File: config.mk
export PLATFORM = sky130hd
export DESIGN_NAME = sr_latch_bank_flat
export DESIGN_NICKNAME = d
export VERILOG_FILES = /design/src/rtl/sr_latch_bank_pkg.sv /design/src/rtl/sr_latch_bank_if.sv /design/src/rtl/sr_latch_bank_cell.sv /design/src/rtl/sr_latch_bank.sv /design/src/flat_wrapper.sv
export SDC_FILE = /design/constraint.sdc
export NUM_CORES = 1
export LEC_CHECK = 0
export CAP_MARGIN = 20
export CORE_MARGIN = 2
export CORE_UTILIZATION = 30
export CTS_BUF_LIST = sky130_fd_sc_hd__clkbuf_4 sky130_fd_sc_hd__clkbuf_8 sky130_fd_sc_hd__clkbuf_16
export CTS_CLUSTER_DIAMETER = 100
export CTS_CLUSTER_SIZE = 25
export DETAILED_ROUTE_END_ITERATION = 12
export HOLD_SLACK_MARGIN = 0.1
export SLEW_MARGIN = 20
export SYNTH_ARGS = -nofsm -noshare
export SYNTH_HDL_FRONTEND = slang
export SYNTH_SLANG_ARGS = --single-unit
export TNS_END_PERCENT = 100
File: constraint.sdc
create_clock -name clk -period 1 [get_ports clk]
set_input_delay 0.2 -clock clk [delete_from_list [all_inputs] [get_ports clk]]
set_output_delay 0.2 -clock clk [all_outputs]
set_load 0.005 [all_outputs]
File: src/rtl/sr_latch_bank_pkg.sv
// -----------------------------------------------------------------------------
// sr_latch_bank_pkg
// Shared definitions for the SR flag bank.
//   MODE_SET_DOM / MODE_RST_DOM / MODE_TOGGLE : conflict policy codes used when
//                                               s and r are both high.
//   resolve_q()                               : next flag value from the current
//                                               flag, the s/r requests and the
//                                               conflict policy.
// -----------------------------------------------------------------------------
package sr_latch_bank_pkg;

   localparam int MODE_SET_DOM = 0;
   localparam int MODE_RST_DOM = 1;
   localparam int MODE_TOGGLE  = 2;

   // Pure s/r resolution; enable, clears and the hold timer are applied by the caller.
   function automatic logic resolve_q(input logic q, input logic s, input logic r,
                                      input int mode);
      logic res;
      res = q;
      case ({s, r})
         2'b10:   res = 1'b1;
         2'b01:   res = 1'b0;
         2'b11: begin
            if (mode == MODE_SET_DOM)
               res = 1'b1;
            else if (mode == MODE_RST_DOM)
               res = 1'b0;
            else
               res = ~q;
         end
         default: res = q;
      endcase
      return res;
   endfunction

endpackage

File: src/rtl/sr_latch_bank_if.sv
// -----------------------------------------------------------------------------
// sr_latch_bank_if
// Bundles the request and status signals of the flag bank.
//   enable  : global update enable for s/r/timer activity
//   clr_all : synchronous clear of every channel
//   s, r    : per-channel set / reset requests
//   q       : registered flag state
//   qN      : combinational ~q
//   rise    : one-cycle pulse in the first cycle q[i] reads 1
//   fall    : one-cycle pulse in the first cycle q[i] reads 0
//   any_q   : combinational OR of q
// Modports: master drives requests, slave (the bank) drives status.
// -----------------------------------------------------------------------------
interface sr_latch_bank_if #(
   parameter int CHANNELS = 8
);
   logic                enable;
   logic                clr_all;
   logic [CHANNELS-1:0] s;
   logic [CHANNELS-1:0] r;
   logic [CHANNELS-1:0] q;
   logic [CHANNELS-1:0] qN;
   logic [CHANNELS-1:0] rise;
   logic [CHANNELS-1:0] fall;
   logic                any_q;

   modport master (
      output enable, clr_all, s, r,
      input  q, qN, rise, fall, any_q
   );

   modport slave (
      input  enable, clr_all, s, r,
      output q, qN, rise, fall, any_q
   );
endinterface

File: src/rtl/sr_latch_bank_cell.sv
// -----------------------------------------------------------------------------
// sr_latch_bank_cell
// One channel of the flag bank: registered flag, registered rise/fall pulses
// and, when SR_LATCH_BANK_AUTOCLEAR_EN is defined, a hold timer that clears the
// flag HOLD_CYCLES enabled cycles after the last set.
// Ports:
//   clk, reset : clock and synchronous active-high reset
//   enable     : update enable (hold when low)
//   clr_all    : synchronous clear, independent of enable
//   s, r       : set / reset request
//   q          : flag
//   rise, fall : one-cycle edge pulses aligned with the new level of q
// Optional feature macro: SR_LATCH_BANK_AUTOCLEAR_EN
// -----------------------------------------------------------------------------
module sr_latch_bank_cell
   import sr_latch_bank_pkg::*;
#(
   parameter int MODE        = 0,
   parameter int HOLD_CYCLES = 16,
   parameter int CNT_W       = $clog2(HOLD_CYCLES + 1)
) (
   input  logic clk,
   input  logic reset,
   input  logic enable,
   input  logic clr_all,
   input  logic s,
   input  logic r,
   output logic q,
   output logic rise,
   output logic fall
);

   generate
      if (HOLD_CYCLES < 1 || CNT_W < 1) begin : g_bad_hold
         $error("sr_latch_bank_cell: HOLD_CYCLES and CNT_W must be >= 1");
      end
   endgenerate

   logic q_reg;
   logic rise_reg;
   logic fall_reg;
   logic q_sr;
   logic q_next;

   always_comb begin
      q_sr = resolve_q(q_reg, s, r, MODE);
   end

`ifdef SR_LATCH_BANK_AUTOCLEAR_EN
   logic [CNT_W-1:0] timer_reg;
   logic [CNT_W-1:0] timer_next;

   // Any edge that leaves the flag high with s present (fresh set, re-set or
   // toggle to 1) reloads the timer; an expiring timer overrides a plain hold.
   always_comb begin
      q_next     = q_sr;
      timer_next = timer_reg;
      if (q_sr && s) begin
         timer_next = CNT_W'(HOLD_CYCLES);
      end else if (!q_sr) begin
         timer_next = '0;
      end else if (timer_reg == CNT_W'(1)) begin
         q_next     = 1'b0;
         timer_next = '0;
      end else if (timer_reg != '0) begin
         timer_next = timer_reg - CNT_W'(1);
      end
   end

   always_ff @(posedge clk) begin
      if (reset || clr_all) begin
         timer_reg <= '0;
      end else if (enable) begin
         timer_reg <= timer_next;
      end
   end
`else
   always_comb begin
      q_next = q_sr;
   end
`endif

   // Pulses are derived from q_next vs q so they line up with the new level.
   always_ff @(posedge clk) begin
      if (reset) begin
         q_reg    <= 1'b0;
         rise_reg <= 1'b0;
         fall_reg <= 1'b0;
      end else if (clr_all) begin
         q_reg    <= 1'b0;
         rise_reg <= 1'b0;
         fall_reg <= q_reg;
      end else if (!enable) begin
         rise_reg <= 1'b0;
         fall_reg <= 1'b0;
      end else begin
         q_reg    <= q_next;
         rise_reg <= q_next & ~q_reg;
         fall_reg <= ~q_next & q_reg;
      end
   end

   assign q    = q_reg;
   assign rise = rise_reg;
   assign fall = fall_reg;

endmodule

File: src/rtl/sr_latch_bank.sv
// -----------------------------------------------------------------------------
// sr_latch_bank
// Bank of CHANNELS independent clocked set/reset flags with a selectable
// conflict policy (MODE), registered edge pulses and an optional auto-clear
// hold timer.
// Ports:
//   clk   : clock, all state updates on the rising edge
//   reset : synchronous active-high reset, clears all state without pulses
//   bus   : sr_latch_bank_if slave modport (enable, clr_all, s, r in;
//           q, qN, rise, fall, any_q out)
// Optional feature macro: SR_LATCH_BANK_AUTOCLEAR_EN (per-channel hold timer)
// -----------------------------------------------------------------------------
module sr_latch_bank
   import sr_latch_bank_pkg::*;
#(
   parameter int CHANNELS    = 8,
   parameter int MODE        = 0,
   parameter int HOLD_CYCLES = 16,
   parameter int CNT_W       = $clog2(HOLD_CYCLES + 1)
) (
   input logic           clk,
   input logic           reset,
   sr_latch_bank_if.slave bus
);

   generate
      if (MODE != MODE_SET_DOM && MODE != MODE_RST_DOM && MODE != MODE_TOGGLE) begin : g_bad_mode
         $error("sr_latch_bank: MODE must be 0, 1 or 2");
      end
      if (CHANNELS < 1 || CHANNELS > 64) begin : g_bad_channels
         $error("sr_latch_bank: CHANNELS must be in 1..64");
      end
   endgenerate

   logic [CHANNELS-1:0] q_vec;
   logic [CHANNELS-1:0] rise_vec;
   logic [CHANNELS-1:0] fall_vec;

   generate
      for (genvar gi = 0; gi < CHANNELS; gi++) begin : g_cell
         sr_latch_bank_cell #(
            .MODE        (MODE),
            .HOLD_CYCLES (HOLD_CYCLES),
            .CNT_W       (CNT_W)
         ) u_cell (
            .clk     (clk),
            .reset   (reset),
            .enable  (bus.enable),
            .clr_all (bus.clr_all),
            .s       (bus.s[gi]),
            .r       (bus.r[gi]),
            .q       (q_vec[gi]),
            .rise    (rise_vec[gi]),
            .fall    (fall_vec[gi])
         );
      end
   endgenerate

   assign bus.q     = q_vec;
   assign bus.qN    = ~q_vec;
   assign bus.rise  = rise_vec;
   assign bus.fall  = fall_vec;
   assign bus.any_q = |q_vec;

endmodule

File: src/flat_wrapper.sv
// flat-port wrapper written by rule: the top's interface ports become plain ports
module sr_latch_bank_flat import sr_latch_bank_pkg::*;
#(
   parameter int CHANNELS    = 8,
   parameter int MODE        = 0,
   parameter int HOLD_CYCLES = 16,
   parameter int CNT_W       = $clog2(HOLD_CYCLES + 1)
)
  (clk, reset, bus_enable, bus_clr_all, bus_s, bus_r, bus_q, bus_qN, bus_rise, bus_fall, bus_any_q);
  sr_latch_bank_if #(.CHANNELS(CHANNELS)) bus_i ();
  input logic clk;
  input logic reset;
  input wire logic [$bits(bus_i.enable)-1:0] bus_enable;
  input wire logic [$bits(bus_i.clr_all)-1:0] bus_clr_all;
  input wire logic [$bits(bus_i.s)-1:0] bus_s;
  input wire logic [$bits(bus_i.r)-1:0] bus_r;
  output wire logic [$bits(bus_i.q)-1:0] bus_q;
  output wire logic [$bits(bus_i.qN)-1:0] bus_qN;
  output wire logic [$bits(bus_i.rise)-1:0] bus_rise;
  output wire logic [$bits(bus_i.fall)-1:0] bus_fall;
  output wire logic [$bits(bus_i.any_q)-1:0] bus_any_q;
  assign bus_i.enable = bus_enable;
  assign bus_i.clr_all = bus_clr_all;
  assign bus_i.s = bus_s;
  assign bus_i.r = bus_r;
  assign bus_q = bus_i.q;
  assign bus_qN = bus_i.qN;
  assign bus_rise = bus_i.rise;
  assign bus_fall = bus_i.fall;
  assign bus_any_q = bus_i.any_q;
  sr_latch_bank #(.CHANNELS(CHANNELS), .MODE(MODE), .HOLD_CYCLES(HOLD_CYCLES), .CNT_W(CNT_W)) u_core (.clk(clk), .reset(reset), .bus(bus_i));
endmodule
Word level (Yosys, flattened, before mapping)
Index checks and enable logic that the tools add are counted.

Register bits after elaboration: 24. Output and inout bits: 33. Word-level logic and storage cells: 117.

Muxes and demuxes: 24. Reductions and logical operators: 11. Equal/unequal tests: 24. Bitwise gates (word level): 34.

Operator list (count): 2-bit == test (second input constant) (16); 2-bit OR reduction (9); 1-bit inverter (17); 1-bit bitwise AND (16); 2-bit by 1-bit == test with 1-bit output (second input constant) (8); 1-bit 2-to-1 mux (16); 1-bit case mux with 2 select lines (8); 8-bit inverter (1); 8-bit OR reduction (1); 3-bit OR reduction (1).

Longest topological paths before layout
Gate-level depths: netlist of the first run.

Word-level depth: 7. Mapped depth: 4. Mapped depth without buffers: 2.

By module
A second synthesis of the first run with hierarchy kept.

Cells, all modules: 99. Area total of the unflattened synthesis: 977.2 µm².

Modules (own cells, without submodules): sr_latch_bank_cell (instances 8, area each 116.4 µm², cells an instance 11); sr_latch_bank (instances 1, area each 46.3 µm², cells an instance 11).

Worst setup path before layout of the first run
Ideal clock, no wire load.

Kind: input to register. From: input reset. To: register u_core.g_cell[2].u_cell.rise_reg. Setup time: 0.073 ns. Path slack: -0.033 ns. Stages: 4. Data arrival time: 0.960 ns. Cell sequence: buf_6 > or3b_1 > buf_6 > nor3b_2.

Longest elaborated chain between the ends: 1.

Ends and longest elaborated chain: from (decl) (line flat_wrapper.sv:12) `input logic reset;`; 3-bit OR reduction (no line); to (signal assigned) (line sr_latch_bank_cell.sv:98) `rise_reg <= q_next & ~q_reg;`; to (decl) (line sr_latch_bank_cell.sv:40) `logic rise_reg;`.

Every way passes these cells. A chain may end at the register's enable or synchronous reset.

Final worst setup path of the first run
From: register u_core.g_cell[1].u_cell.q_reg. To: output bus_any_q.

Longest elaborated chain between the ends: 1.

Ends and longest elaborated chain: from (decl) (line sr_latch_bank_cell.sv:39) `logic q_reg;`; from (signal assigned) (line sr_latch_bank_cell.sv:97) `q_reg <= q_next;`; 8-bit OR reduction (line sr_latch_bank.sv:63) `assign bus.any_q = |q_vec;`; to (decl) (line flat_wrapper.sv:21) `output wire logic [$bits(bus_i.any_q)-1:0] bus_any_q;`.

Every way passes these cells.

==> qor.yml, run 1 <==
status: "finished, violations left"
failed_checks: "negative setup slack"
synth_compound_area_share_pct: 15.8
ys_seq_area_share_pct: 42.2
p_sw_share_pct: 22.6
die-area_um2: 4310
cts.sinks: 24
worst_setup_path_end_kind: "output pin"
h-tree-depth: 1
vias: 992
via_per_inst: 4.33
syn_inst: 116
leakage_nw: 0.801
drtAntennaViolNets: 0
grt_max_degree: 25
post_drt_wl_per_cell_um: 12.7
layout_worst_path_cycle_share_pct: 131
place_hpwl_mm: 2.14
start_util_pct: 31.1
io-pin-count: 53
critPathTopFamily: "simple AND/OR/NAND/NOR gates"
ir_drop_mv: 0.408
grt_pass1_wl_mm: 4.79
cts_made_buffers: 3
path_cells: "nor4_4, nand2_1, buf_2"
cp-start-kind: "register"
grt_overflow: 0
reg2reg_slack_ns: 0.02
relSlewSlack_pct: 76.4
whs_path_depth: 4
worstSetupPathType: "register to output pin"
detailedRoute.firstIterationViolations: 23
area_growth_pct: 66.0
clk_latency_ns: 0.26
syn_avg_cell_area_um2: 9.83
synth_seq_cells: 24
grt_usage_pct: 14.6
synth_flop_cell: "dfxtp_1"
io_buffers: 52
cap_viol_max_count: 0
rsz0062_at_grt: "yes"
dr.pass1.iters: 3
final_area_um2: 1890
hold_viol: 0
hold_class: "input pin to register"
drive_above_1_share_pct: 62.4
pwr-share-comb_pct: 20.4
cts_tree: "done"
synth_top_family_by_area: "buffers and inverters"
power_switching_mw: 0.436
cp_num_buf_inv: 1
die_h_um: 65.6
cts.clk_slew.worst_paths_ns: 0.08
slowest_stage: "dfxtp_2"
synth_xor_xnor_area_share_pct: 0
synth_fp_nets: 136
cts_buffer_depth: 2
n_antenna_cell: 0
max_slew.worst_pin.slew_ns: 0.353
async_flop_share_pct: 0
ys_top_cells_by_area: "dfxtp_1 (42%), buf_4 (16%), nor3b_2 (8.8%)"
critPathArrivalTime_ns: 1.11
final_util_pct: 51.7
setup-violations-final: 17
drv_slew: 0
crit_cells: 3
muxShareOfSynthArea_pct: 0
finalWirelength_mm: 2.91
worstPathRequired_ns: 0.80
ys_warn_count: 0
syn_area_um2: 1140
internal-power_mw: 1.49
core_area_um2: 3660
power_density_nw_per_um2: 1020
nets: 203
p_seq_share_pct: 51.5
synthAdderAreaFrac_pct: 0
place_congestion: 0.763
path_max_fanout: 2
fin_crit_ns: 1.31
ys_top_cells_by_count: "buf_4 (25), dfxtp_1 (24), inv_1 (9), nand2_1 (9)"
synth_most_common_cell: "buf_4"
fin_worst_skew_ns: 0.00242
yosysUniqueCellTypes: 15
synth_top_area_cell: "dfxtp_1"
rr_worst_depth: 4
synth_top_area_share_pct: 42.2
drc: 0
cts_root_buf: "clkbuf_8"
fmax_mhz: 762
antenna_found_initial: 0
power_frac_clock_pct: 28.1
holdBufCountCts: 0
grt_pass1_vias: 1017
dpl_cell_area_um2: 1710
rows: 22
yosys.area_share.simple_pct: 19.4
dieWidth_um: 65.6
critPathMaxStageDelay_ns: 0.34
setup_slack_ns: -0.313
synth_edf_count: 0
[through the flow]
stage          instances  setup slack (ns)  power (mW)  hold slack (ns)  setup TNS (ns)
5_1_grt              229            -0.336        2.02            0.491           -1.74
6_report             229            -0.313        1.93            0.465           -1.17
3_3_place_gp         215            -0.460        1.37            0.522          -12.57
3_5_place_dp         215            -0.498        1.37            0.523          -12.82
4_1_cts              228            -0.293        1.93            0.490           -1.45
2_1_floorplan        116           -0.0300        1.16            0.348          -0.240
[final timing paths]
| check | start | to |
|---|---|---|
| worst max-delay path | u_core.g_cell[1].u_cell.q | bus_any_q |
| worst min-delay path | reset | u_core.g_cell[5].u_cell.rise |
| worst max register to register | u_core.g_cell[4].u_cell.q | u_core.g_cell[4].u_cell.q |
| worst min register to register | u_core.g_cell[3].u_cell.q | u_core.g_cell[3].u_cell.rise |
[what timing repair did]
action / in CTS / in global routing
pin swaps: 3 / 4
endpoints found under the setup margin: 57 / 37
endpoints found under the hold margin: 0 / 0
buffers inserted: 11 / 4
gates resized for setup: 133 / 36
[final cells by class]
cell class              count  area (µm²)
repair buffers             92         797
well taps                  48        60.1
multi-input cells          53         453
clock buffers               3        41.3
inverters                   9        46.3
fillers                   362        1770
flip-flops and latches     24         494
[power groups by stage]
| stage | logic (mW) | registers [mW] | clock network (mW) |
|---|---|---|---|
| 3_5_place_dp | 0.358 | 1.01 | 0 |
| 3_3_place_gp | 0.355 | 1.01 | 0 |
| 6_report | 0.394 | 0.995 | 0.542 |
| 5_1_grt | 0.426 | 0.997 | 0.600 |
| 2_1_floorplan | 0.143 | 1.01 | 0 |
| 4_1_cts | 0.371 | 0.995 | 0.567 |
[cells in the final DEF, fill, tap and decap left out, types with 6 or more instances in the layout]
cell	n
buf_4	30
buf_6	22
clkdlybuf4s50_1	16
dfxtp_1	13
clkbuf_2	11
dfxtp_2	11
nand2_1	9
nand3b_1	8
a21bo_2	7
nor3b_2	7
a211oi_1	6
clkdlybuf4s15_1	6
[metal layers]
metal	vias up	global-route usage [%]	part of all wire (%)
li1	501	-	-
met1	458	17.1	42
met2	31	26.6	53
met3	2	2.57	5.4
met4	0	4.69	0.48
met5	-	0	0
[kinds of logic after synthesis]
group                  after synthesis
AOI/OAI and AO/OA                   24
DFF                                 24
buffers and inverters               39
and+or+nand+nor                     29
[worst register-to-register path, delay by kind of cell, from the launching register on]
kind | cells | cell delay (ns)
buffers and inverters | 2 | 0.22
AO/OA/AOI/OAI | 2 | 0.33
flip-flops | 1 | 0.36
Power figures use the tool's default switching activity.
==> inputs of run 2 (changes only) <==
--- a/config.mk
+++ b/config.mk
@@ -13,7 +13,6 @@
 export CTS_CLUSTER_SIZE = 25
 export DETAILED_ROUTE_END_ITERATION = 12
 export HOLD_SLACK_MARGIN = 0.1
-export SLEW_MARGIN = 20
 export SYNTH_ARGS = -nofsm -noshare
 export SYNTH_HDL_FRONTEND = slang
 export SYNTH_SLANG_ARGS = --single-unit
==> results of run 2 <==
Final layout, timing and power as in run 1 (identical DEF).
==> inputs of run 3 (changes only) <==
--- a/config.mk
+++ b/config.mk
@@ -5,10 +5,9 @@
 export SDC_FILE = /design/constraint.sdc
 export NUM_CORES = 1
 export LEC_CHECK = 0
-export CAP_MARGIN = 20
 export CORE_MARGIN = 2
 export CORE_UTILIZATION = 30
-export CTS_BUF_LIST = sky130_fd_sc_hd__clkbuf_4 sky130_fd_sc_hd__clkbuf_8 sky130_fd_sc_hd__clkbuf_16
+export CTS_BUF_LIST = sky130_fd_sc_hd__clkbuf_8
 export CTS_CLUSTER_DIAMETER = 100
 export CTS_CLUSTER_SIZE = 25
 export DETAILED_ROUTE_END_ITERATION = 12
==> results of run 3 <==
Final layout, timing and power as in run 1 (identical DEF).
